`config.mk`:
```
export PLATFORM = sky130hd
export DESIGN_NAME = protocol_receiver
export DESIGN_NICKNAME = d
export VERILOG_FILES = /design/src/rtl/protocol_receiver.sv
export SDC_FILE = /design/constraint.sdc
export NUM_CORES = 1
export LEC_CHECK = 0
export ABC_AREA = 1
export BUFFER_PORTS_ARGS = -buffer_cell sky130_fd_sc_hd__buf_4
export CORE_MARGIN = 2
export CORE_UTILIZATION = 65
export CTS_CLUSTER_DIAMETER = 80
export DETAILED_ROUTE_END_ITERATION = 12
export MAX_ROUTING_LAYER = met4
export PLACE_DENSITY = 0.86
export REMOVE_ABC_BUFFERS = 1
export SETUP_SLACK_MARGIN = 0.1
export SLEW_MARGIN = 20
export SYNTH_ARGS = -nofsm -noshare
export SYNTH_HDL_FRONTEND = slang
export SYNTH_SLANG_ARGS = --single-unit
```
`constraint.sdc`:
```
create_clock -name clock -period 11 [get_ports clock]
set_input_delay 0 -clock clock [delete_from_list [all_inputs] [get_ports clock]]
set_output_delay 0 -clock clock [all_outputs]
set_load 0.1 [all_outputs]
```
`src/rtl/protocol_receiver.sv`:
```
// protocol_receiver
//   Receive stage for the 32-bit link word stream. Hunts for frame headers
//   (sync byte in [31:24], payload length in [15:0]), writes payload into a
//   circular FIFO at a speculative write pointer and commits the frame only
//   when it completes cleanly. The CPU drains committed words and reads
//   status through an Avalon-MM slave with one-cycle read latency.
//
//   Build option: define PROTOCOL_RX_CHECKSUM_EN to expect a trailing
//   checksum word (sum of payload mod 2^32) per frame. Without it a frame
//   commits on its last payload word and csum_err reads 0.
//
// Ports
//   clock, reset     system clock, synchronous active-high reset
//   link_valid       link_data carries a word this cycle
//   link_data[31:0]  header / payload / checksum word
//   link_ready       word accepted this cycle (transfer = valid & ready)
//   address[1:0]     register select: 0 pop data, 1 status, 2 control, 3 FSM
//   read, readdata   read strobe; readdata registered, valid next cycle
//   write, writedata control write (addr 2: bit0 clr errors, bit1 flush,
//                    bit2 irq_en)
//   irq              high while committed level != 0 and irq_en set
module protocol_receiver #(
  parameter int unsigned DEPTH = 16,
  parameter logic [7:0]  SYNC  = 8'hA5
) (
  input  logic        clock,
  input  logic        reset,
  input  logic        link_valid,
  input  logic [31:0] link_data,
  output logic        link_ready,
  input  logic [1:0]  address,
  input  logic        read,
  output logic [31:0] readdata,
  input  logic        write,
  input  logic [31:0] writedata,
  output logic        irq
);

  localparam int unsigned AW  = $clog2(DEPTH);
  localparam int unsigned PW  = AW + 1;
  localparam logic [AW:0] DEPTH_W = PW'(DEPTH);

  typedef enum logic [1:0] {
    HUNT    = 2'd0,
    PAYLOAD = 2'd1,
    CHECK   = 2'd2
  } state_t;

  state_t state, state_nxt;

  // Pointers carry one extra wrap bit so full and empty are distinguishable.
  logic [AW:0] rd_ptr, wr_commit, wr_spec, wr_spec_nxt;
  logic [AW:0] level, stored;
  logic [16:0] free;
  logic        full;
  logic [15:0] remain;
  logic [15:0] hdr_len;
  logic        too_long;
  logic [31:0] mem [DEPTH];

  logic [7:0]  frame_count;
  logic        sync_err, len_err, csum_err, underflow, irq_en;

  logic        xfer, flush, clr_err, cfg_wr;
  logic        pop_req, pop;
  logic        wr_en, hdr_ok, hdr_valid, set_sync, set_len, set_csum;
  logic        commit, discard, count_frame;

  logic        unused;
  assign unused = ^{link_data[23:16], writedata[31:3]};

  assign level    = wr_commit - rd_ptr;
  assign stored   = wr_spec - rd_ptr;
  assign full     = (stored == DEPTH_W);
  assign free     = 17'(DEPTH) - 17'(stored);
  assign hdr_len  = link_data[15:0];
  assign too_long = ({1'b0, hdr_len} > free);

  assign link_ready = !((state == PAYLOAD) && full);
  assign irq        = irq_en && (level != '0);

  assign cfg_wr  = write && (address == 2'd2);
  assign flush   = cfg_wr && writedata[1];
  assign clr_err = cfg_wr && writedata[0];
  // A word arriving in the same cycle as a flush is dropped.
  assign xfer    = link_valid && link_ready && !flush;

  assign pop_req = read && (address == 2'd0);
  assign pop     = pop_req && (level != '0);

  assign wr_spec_nxt = wr_spec + PW'(wr_en);

  always_ff @(posedge clock) begin
    if (reset) state <= HUNT;
    else       state <= state_nxt;
  end

`ifdef PROTOCOL_RX_CHECKSUM_EN
  logic [31:0] sum;
  always_ff @(posedge clock) begin
    if (hdr_valid)  sum <= 32'd0;
    else if (wr_en) sum <= sum + link_data;
  end
`endif

  always_comb begin
    state_nxt   = state;
    wr_en       = 1'b0;
    hdr_ok      = 1'b0;
    hdr_valid   = 1'b0;
    set_sync    = 1'b0;
    set_len     = 1'b0;
    set_csum    = 1'b0;
    commit      = 1'b0;
    discard     = 1'b0;
    count_frame = 1'b0;
    if (flush) begin
      state_nxt = HUNT;
    end else if (xfer) begin
      unique case (state)
        HUNT: begin
          if (link_data[31:24] != SYNC) begin
            set_sync = 1'b1;
          end else if (hdr_len == 16'd0) begin
            hdr_valid = 1'b1;
`ifdef PROTOCOL_RX_CHECKSUM_EN
            state_nxt = CHECK;
`else
            count_frame = 1'b1;
`endif
          end else if (too_long) begin
            set_len = 1'b1;
          end else begin
            hdr_valid = 1'b1;
            hdr_ok    = 1'b1;
            state_nxt = PAYLOAD;
          end
        end
        PAYLOAD: begin
          wr_en = 1'b1;
          if (remain == 16'd1) begin
`ifdef PROTOCOL_RX_CHECKSUM_EN
            state_nxt = CHECK;
`else
            commit      = 1'b1;
            count_frame = 1'b1;
            state_nxt   = HUNT;
`endif
          end
        end
`ifdef PROTOCOL_RX_CHECKSUM_EN
        CHECK: begin
          state_nxt = HUNT;
          if (link_data == sum) begin
            commit      = 1'b1;
            count_frame = 1'b1;
          end else begin
            discard  = 1'b1;
            set_csum = 1'b1;
          end
        end
`endif
        default: state_nxt = HUNT;
      endcase
    end
  end

  always_ff @(posedge clock) begin
    if (wr_en) mem[wr_spec[AW-1:0]] <= link_data;
  end

  always_ff @(posedge clock) begin
    if (reset) begin
      rd_ptr      <= '0;
      wr_commit   <= '0;
      wr_spec     <= '0;
      remain      <= 16'd0;
      frame_count <= 8'd0;
      sync_err    <= 1'b0;
      len_err     <= 1'b0;
      underflow   <= 1'b0;
      irq_en      <= 1'b0;
      readdata    <= 32'd0;
    end else begin
      if (flush) begin
        rd_ptr    <= '0;
        wr_commit <= '0;
        wr_spec   <= '0;
      end else begin
        if (pop)     rd_ptr    <= rd_ptr + 1'b1;
        if (commit)  wr_commit <= wr_spec_nxt;
        if (discard) wr_spec   <= wr_commit;
        else         wr_spec   <= wr_spec_nxt;
      end

      if (hdr_ok)     remain <= hdr_len;
      else if (wr_en) remain <= remain - 16'd1;

      if (count_frame) frame_count <= frame_count + 8'd1;

      // Setting an error bit takes priority over a clear in the same cycle.
      sync_err  <= set_sync | (sync_err & ~clr_err);
      len_err   <= set_len | (len_err & ~clr_err);
      underflow <= (pop_req && (level == '0)) | (underflow & ~clr_err);

      if (cfg_wr) irq_en <= writedata[2];

      if (read) begin
        unique case (address)
          2'd0:    readdata <= pop ? mem[rd_ptr[AW-1:0]] : 32'd0;
          2'd1:    readdata <= {frame_count, 7'd0, 9'(level), 3'd0,
                                irq_en, underflow, len_err, csum_err, sync_err};
          2'd3:    readdata <= {30'd0, state};
          default: readdata <= 32'd0;
        endcase
      end
    end
  end

`ifdef PROTOCOL_RX_CHECKSUM_EN
  always_ff @(posedge clock) begin
    if (reset) csum_err <= 1'b0;
    else       csum_err <= set_csum | (csum_err & ~clr_err);
  end
`else
  logic unused_csum;
  assign unused_csum = set_csum ^ discard;
  assign csum_err    = 1'b0;
`endif

endmodule

```
==> impl_summary.log, run 1 <==
[metrics] element type at the critical path start: flop
[metrics] top-count cell post-synth: sky130_fd_sc_hd__nand2_1
[metrics] CTS clk-pin slew, worst paths: 60 ps
[metrics] H-tree level count: 2
[metrics] fraction of the mapped netlist area in adder cells: 1.80%
[metrics] share of the synthesized area in compound gates (AO/OA/AOI/OAI): 2.46%
[metrics] total I/O pin count: 105
[metrics] number of buffers on the longest clock path: 3
[metrics] clock sinks: 592
[metrics] achievable frequency: 0.226 GHz
[metrics] remaining routing DRC violations: 0
[metrics] Total Die Area: 0.0403 mm²
[metrics] initial drt markers: 2396
[metrics] share of Yosys cell area claimed by the top area cell type: 61.0%
[metrics] Mapped Cells: 2348
[metrics] CTS tree: done
[metrics] worst path required time: 11270 ps
[metrics] cts bufs inserted: 55
[metrics] final hold violation count: 0
[metrics] endpoint arrival time on the critical path: 4700 ps
[metrics] setup TNS: 0 ps
[metrics] first-pass GRT wire length: 98400 µm
[metrics] # nets final: 2527
[metrics] sum of net half-perimeters after detailed placement: 33900 µm
[metrics] actual slew at the worst max-slew pin: 1090 ps
[metrics] core region area: 0.0385 mm²
[metrics] antenna violations before repair: 0
[metrics] largest family of logic cells by synthesized area: simple AND/OR/NAND/NOR gates
[metrics] headroom to the max-slew limit: 27.5%
[metrics] count of input and output buffers: 75
[metrics] highest net fanout along the worst path: 19
[metrics] number of warning messages in the yosys log: 0
[metrics] post-route core utilization: 74.1%
[metrics] count of fill cells added during filler insertion: 2252
[metrics] total via count after detailed routing: 18500
[metrics] Unique masters post-synth: 39
[metrics] setup clock skew after layout: 21.0 ps
[metrics] dominant synthesized flop cell: sky130_fd_sc_hd__edfxtp_1
[metrics] library cell occupying the most area in the post-synthesis netlist: sky130_fd_sc_hd__edfxtp_1
[metrics] global-route usage over all layers: 32.5%
[metrics] WS Path Type: reg2reg
[metrics] horizontal die dimension: 201 µm
[metrics] Die Y-Extent: 201 µm
[metrics] area share of and/or/nand/nor cells after synthesis: 23.7%
[metrics] Area Growth Syn to Fin: 13.1%
[metrics] flip-flop and latch count after synthesis: 592
[metrics] grt total ovfl: 0
[metrics] FFs w/ async S/R, synth: 0%
[metrics] xor/xnor cell area share of the yosys netlist: 0.869%
[metrics] RePlAce Congestion: 0.855
[metrics] R2R depth: 13
[metrics] max capacitance violation total: 0
[metrics] initial core utilization: 65.5%
[metrics] std cell rows: 72
[metrics] CP peak stage delay: 700 ps
[metrics] 1st-pass router iterations: 7
[metrics] number of synthesized flops with an enable pin: 512
[metrics] worst hold-check path type: in2reg
[metrics] CP max-delay cell: sky130_fd_sc_hd__nor2_4
[metrics] fraction of the cycle the final worst path needs: 40.2%
[metrics] cell depth of the worst min-delay path: 6
[metrics] detail-routed net length per standard cell: 21.4 µm
[metrics] Antenna Violating Nets Remaining: 0
[metrics] maximum resistive drop on vdd: 0.110 mV
[metrics] slack of the worst reg-to-reg path: 6570 ps
[metrics] # resized after CTS: 0
[metrics] pins over their slew limit: 0
[metrics] cell-by-cell trace of the critical path: inv_1, ha_1, fa_1, ha_1, nor3b_1, ha_1, nand2_2, and2_4, nand2_4, nor2_4, nand2_1, nor2_4, buf_4
[metrics] Avg Synthesized Cell Area: 10.7 µm²
[metrics] Commonest cells post-synth: sky130_fd_sc_hd__nand2_1, sky130_fd_sc_hd__edfxtp_1, sky130_fd_sc_hd__nand3_1, sky130_fd_sc_hd__nor2_1, sky130_fd_sc_hd__inv_1
[metrics] DR vias/cell: 6.21
[metrics] Pwr Density: 165 mW/mm²
[metrics] proportion of layout cells with a drive suffix above 1: 9.57%
[metrics] dominant cells by area after synthesis: sky130_fd_sc_hd__edfxtp_1, sky130_fd_sc_hd__nand2_1, sky130_fd_sc_hd__nand3_1, sky130_fd_sc_hd__dfxtp_1, sky130_fd_sc_hd__ha_1
[metrics] Skew-Pair Late Insertion Delay: 620 ps
[metrics] leakage power: 10.4 nW
[metrics] run status: finished, final reports clean
[metrics] maximum number of pins on one net before global-route repair: 121
[metrics] number of global-route vias before repair: 18500
[metrics] post-synthesis sequential area ratio: 67.4%
[metrics] total setup violations reported at the end of the flow: 0
[metrics] endpoint class of the critical path: flop
[metrics] RSZ-0062 raised after global routing: false
[metrics] Min Clock Period, post-route: 4430 ps
[metrics] netlist area before placement: 0.0252 mm²
[metrics] drt total wl: 63900 µm
[metrics] post-synthesis mux area share: 0%
[metrics] cell repeated most along the worst path: sky130_fd_sc_hd__ha_1
[metrics] cell at the root of the clock tree: sky130_fd_sc_hd__clkbuf_16
## metrics by stage
stage	total power [mW]	hold slack (ps)	worst slack, ps	cell area, µm²	std cells
2_1_floorplan	2.68	62.4	1730	24600	2218
6_report	4.69	20.0	6570	28500	2985
3_3_place_gp	2.76	235	6670	26100	2834
3_5_place_dp	2.77	242	6610	26100	2836
4_1_cts	4.68	15.9	6570	28400	2982
5_1_grt	4.81	46.1	6430	28500	2984
## cell type report
cell class,count,area (µm²),share of cell area [%]
diodes,1,2.50,0.00878
clock buffers,64,1410,4.95
clock inverters,38,428,1.50
inverters,93,360,1.26
multi-input cells,1533,7380,25.9
flip-flops and latches,592,17000,59.6
well taps,518,648,2.27
repair buffers,146,1280,4.49
## repair_timing
action                    CTS  global route
hold endpoints to repair  566             0
hold buffers               44             0
buffers inserted            0             0
## cells in the final DEF, fill, tap and decap left out, types with 3 or more instances in the layout
master	netlist	routed
sky130_fd_sc_hd__bufinv_16	0	8
sky130_fd_sc_hd__dlygate4sd3_1	0	44
sky130_fd_sc_hd__o21ai_1	3	3
sky130_fd_sc_hd__xor2_1	18	18
sky130_fd_sc_hd__edfxtp_1	512	512
sky130_fd_sc_hd__o21ai_0	13	13
sky130_fd_sc_hd__nand2_4	4	4
sky130_fd_sc_hd__xnor2_1	7	7
sky130_fd_sc_hd__clkbuf_16	0	55
sky130_fd_sc_hd__clkbuf_1	50	9
sky130_fd_sc_hd__nor2_4	3	19
sky130_fd_sc_hd__o21bai_1	17	17
sky130_fd_sc_hd__nor3_1	8	8
sky130_fd_sc_hd__nand2_2	10	10
sky130_fd_sc_hd__inv_2	5	3
sky130_fd_sc_hd__a21oi_1	73	73
sky130_fd_sc_hd__inv_6	0	3
sky130_fd_sc_hd__clkinv_1	0	10
sky130_fd_sc_hd__clkinv_2	0	13
sky130_fd_sc_hd__a211oi_1	3	3
sky130_fd_sc_hd__inv_1	88	87
sky130_fd_sc_hd__nand4_1	17	17
sky130_fd_sc_hd__dfxtp_1	80	76
sky130_fd_sc_hd__ha_1	33	33
sky130_fd_sc_hd__buf_4	4	96
sky130_fd_sc_hd__nor2_1	91	75
sky130_fd_sc_hd__nand3_1	511	511
sky130_fd_sc_hd__nor4_1	3	3
sky130_fd_sc_hd__nand2_1	701	701
sky130_fd_sc_hd__nand3b_1	4	4
## critical path: cells and delay by family, from the launching register on
kind	cells	cell delay, ps
fa+ha+maj	4	1160
buf+inv	2	560
flops	1	410
simple gates	7	1940
## worst paths after layout
path	end	from
setup / recovery	mem[9][26]	wr_spec[0]
hold / removal	sync_err	link_valid
setup reg to reg	mem[9][26]	wr_spec[0]
hold reg to reg	readdata[6]	readdata[6]
## flip-flops by register name, indices dropped and copies added (netlist names), named ones only
register     cells
wr_commit        5
state            1
remain          16
rd_ptr           5
mem            512
sync_err         1
underflow        1
len_err          1
frame_count      8
irq_en           1
wr_spec          5
readdata        32
## kinds of logic after synthesis
family | count (synthesis)
AND/OR/NAND/NOR | 1361
flip-flops | 592
buffers and inverters | 223
AO/OA/AOI/OAI | 112
adder cells (fa/ha/maj) | 35
XOR/XNOR | 25
## where the power goes
group	internal, mW	switching [mW]	leakage [nW]
sequential	2.44	0.00975	5.25
clock	1.11	0.838	0.897
combinational	0.0870	0.209	4.21
## layer usage
layer / global-route usage [%] / part of all wire (%) / vias to the layer above
met5: - / 0 / -
met4: 15.4 / 4.1 / 0
met3: 5.45 / 10 / 213
met2: 53.0 / 50 / 1165
met1: 40.2 / 36 / 8872
li1: - / - / 8290
No activity file was read; power rests on OpenSTA's default activity.
==> run 2, diff against run 1 <==
CORE_UTILIZATION = 62   (was 65)
PLACE_DENSITY = 0.83   (was 0.86)
clock period = 4.2 ns   (was 11 ns; I/O delays follow)
==> run 2 against run 1 <==
Compared with the run above:
- hold slack improved by 23 ps
- global-route usage fell by 2.1 points
- die area rose by 4.7%
- first-iteration DRC count fell by 7.2%
- sequential share of layout area fell by 0.26 points
- final area rose by 0.44%
- non-clock buffer count rose by 16
- clock-buffer cell count rose by 3
- combinational power rose to 2.7 times the previous value
- via count fell by 1.9%
- clock skew fell by 0.55 ps
- critical path type unchanged
==> impl_summary.log, run 2 (synthesized netlist as in run 1, its figures left out) <==
[metrics] actual slew at the worst max-slew pin: 1160 ps (+69.6 ps)
[metrics] leakage power: 10.4 nW (+0.56%)
[metrics] most frequent cells in the layout: sky130_fd_sc_hd__nand2_1, sky130_fd_sc_hd__edfxtp_1, sky130_fd_sc_hd__nand3_1, sky130_fd_sc_hd__buf_4, sky130_fd_sc_hd__inv_1
[metrics] worst hold-check path type: in2reg
[metrics] number of cells after detailed placement: 2861 (+0.88%)
[metrics] number of global-route vias before repair: 17800 (-3.4%)
[metrics] element type at the critical path start: flop
[metrics] Pwr Density: 421 mW/mm² (+160%)
[metrics] RSZ-0062 raised after global routing: false
[metrics] drt total wl: 61600 µm (-3.6%)
[metrics] max capacitance violation total: 0 (unchanged)
[metrics] cell at the root of the clock tree: sky130_fd_sc_hd__clkbuf_16
[metrics] std cell rows: 73 (+1.4%)
[metrics] maximum number of pins on one net before global-route repair: 257 (+110%)
[metrics] cell depth of the worst min-delay path: 6 (unchanged)
[metrics] maximum resistive drop on vdd: 0.308 mV (+180%)
[metrics] fin cells: 3009 (+0.80%)
[metrics] cts bufs inserted: 56 (+1.8%)
[metrics] Area Growth Syn to Fin: 13.6%
[metrics] achievable frequency: 0.280 GHz (+24%)
[metrics] count of input and output buffers: 75 (unchanged)
[metrics] proportion of layout cells with a drive suffix above 1: 10.0% (+0.45 points)
[metrics] total I/O pin count: 105 (unchanged)
[metrics] remaining routing DRC violations: 0 (unchanged)
[metrics] Skew-Pair Late Insertion Delay: 610 ps (about the same)
[metrics] CTS clk-pin slew, worst paths: 70 ps (about the same)
[metrics] number of antenna repair diodes: 0 (-1)
[metrics] headroom to the max-slew limit: 22.8% (-4.8 points)
[metrics] R2R depth: 19 (+6)
[metrics] WS Path Type: reg2reg
[metrics] global-route usage over all layers: 30.4% (-2.1 points)
[metrics] run status: finished, final reports clean
[metrics] grt total ovfl: 0 (unchanged)
[metrics] setup clock skew after layout: 20.4 ps (-0.553 ps)
[metrics] fraction of the cycle the final worst path needs: 85.2% (+45 points)
[metrics] total setup violations reported at the end of the flow: 0 (unchanged)
[metrics] pins over their slew limit: 0 (unchanged)
[metrics] total via count after detailed routing: 18200 (-1.9%)
[metrics] highest net fanout along the worst path: 25 (+6)
[metrics] setup TNS: 0 ps (unchanged)
[metrics] initial core utilization: 63.1% (-2.4 points)
[metrics] clock sinks: 592 (unchanged)
[metrics] horizontal die dimension: 206 µm (+2.3%)
[metrics] antenna violations before repair: 0 (unchanged)
[metrics] H-tree level count: 2 (unchanged)
[metrics] Total Die Area: 0.0422 mm² (+4.7%)
[metrics] initial drt markers: 2223 (-7.2%)
[metrics] DR vias/cell: 6.04 (-2.7%)
[metrics] # nets final: 2544 (+0.67%)
[metrics] Die Y-Extent: 206 µm (+2.3%)
[metrics] sum of net half-perimeters after detailed placement: 34700 µm (+2.3%)
[metrics] Min Clock Period, post-route: 3580 ps (-851 ps)
[metrics] number of flip-flops under the largest register name: 512 (unchanged)
[metrics] endpoint class of the critical path: flop
[metrics] detail-routed net length per standard cell: 20.5 µm (-4.4%)
[metrics] endpoint arrival time on the critical path: 4020 ps (-680 ps)
[metrics] core region area: 0.0399 mm² (+3.8%)
[metrics] count of fill cells added during filler insertion: 2548 (+13%)
[metrics] worst path required time: 4650 ps (-6620 ps)
[metrics] RePlAce Congestion: 0.903 (+5.6%)
[metrics] number of buffers on the longest clock path: 3 (unchanged)
[metrics] most common cell after layout, fill and taps aside: sky130_fd_sc_hd__nand2_1
[metrics] 1st-pass router iterations: 5 (-2)
[metrics] CTS tree: done
[metrics] final hold violation count: 0 (unchanged)
[metrics] Antenna Violating Nets Remaining: 0 (unchanged)
[metrics] first-pass GRT wire length: 94800 µm (-3.6%)
run 2: repair_timing:
action,4_1_cts,5_1_grt
gates resized for setup,0,0
buffers inserted,0,0
setup endpoints to repair,0,0
hold endpoints to repair,571,0
hold buffers,43,0
run 2: power breakdown:
part	total (mW)	switching [mW]	leakage, nW	internal [mW]
sequential	6.40	0.0122	5.25	6.39
combinational	0.790	0.559	4.32	0.231
clock	4.85	2.15	0.852	2.70
total	12.0	2.72	10.4	9.32
run 2: path summary, 6_finish.rpt:
check	slack [ps]	to	startpoint
worst min-delay path	40	frame_count[7]	link_valid
worst max-delay path	620	remain[8]	wr_spec[0]
worst max register to register	620	remain[8]	wr_spec[0]
worst min register to register	460	frame_count[7]	frame_count[7]
run 2: per-layer routing:
layer  GRT usage (%)  up-vias  wire [µm]
met3            4.43      170       6250
met1            38.7     8633      23000
met5               -        -          0
li1                -     8320          -
met2            49.2     1063      30000
met4            13.1        0       2310
run 2: layout make-up:
class / instances / area [µm²] / share of cell area [%]
clock inverters: 37 / 273 / 0.953
well taps: 525 / 657 / 2.30
flip-flops and latches: 592 / 17000 / 59.4
multi-input cells: 1533 / 7380 / 25.8
inverters: 93 / 357 / 1.25
repair buffers: 162 / 1480 / 5.18
clock buffers: 67 / 1490 / 5.19
run 2: per-stage QoR:
stage	util, %	hold slack [ps]	cell area (µm²)	worst slack [ps]	power (mW)
2_1_floorplan	-	62.4	24600	-5070	7.01
3_3_place_gp	66.1	239	26400	847	7.23
3_5_place_dp	66.1	255	26400	670	7.26
4_1_cts	71.6	1.62	28600	650	12.1
5_1_grt	71.7	58.8	28600	473	12.4
6_report	71.7	42.9	28600	623	12.0
run 2: critical path: stages, from the launching register on:
cell and delay (ps):
sky130_fd_sc_hd__dfxtp_1 390, sky130_fd_sc_hd__inv_1 90, sky130_fd_sc_hd__ha_1 210, sky130_fd_sc_hd__fa_1 390, sky130_fd_sc_hd__inv_1 80, sky130_fd_sc_hd__nand2_1 70, sky130_fd_sc_hd__nand2_2 100, sky130_fd_sc_hd__nor2_1 50
sky130_fd_sc_hd__nand3_1 110, sky130_fd_sc_hd__nand2_2 220, sky130_fd_sc_hd__ha_1 380, sky130_fd_sc_hd__nand2_1 70, sky130_fd_sc_hd__nor3b_1 230, sky130_fd_sc_hd__nand3_1 100, sky130_fd_sc_hd__nor2_1 190, sky130_fd_sc_hd__nand2_4 90
sky130_fd_sc_hd__nand2_4 240, sky130_fd_sc_hd__nand2_8 190, sky130_fd_sc_hd__nand3_1 130, sky130_fd_sc_hd__a21oi_1 80
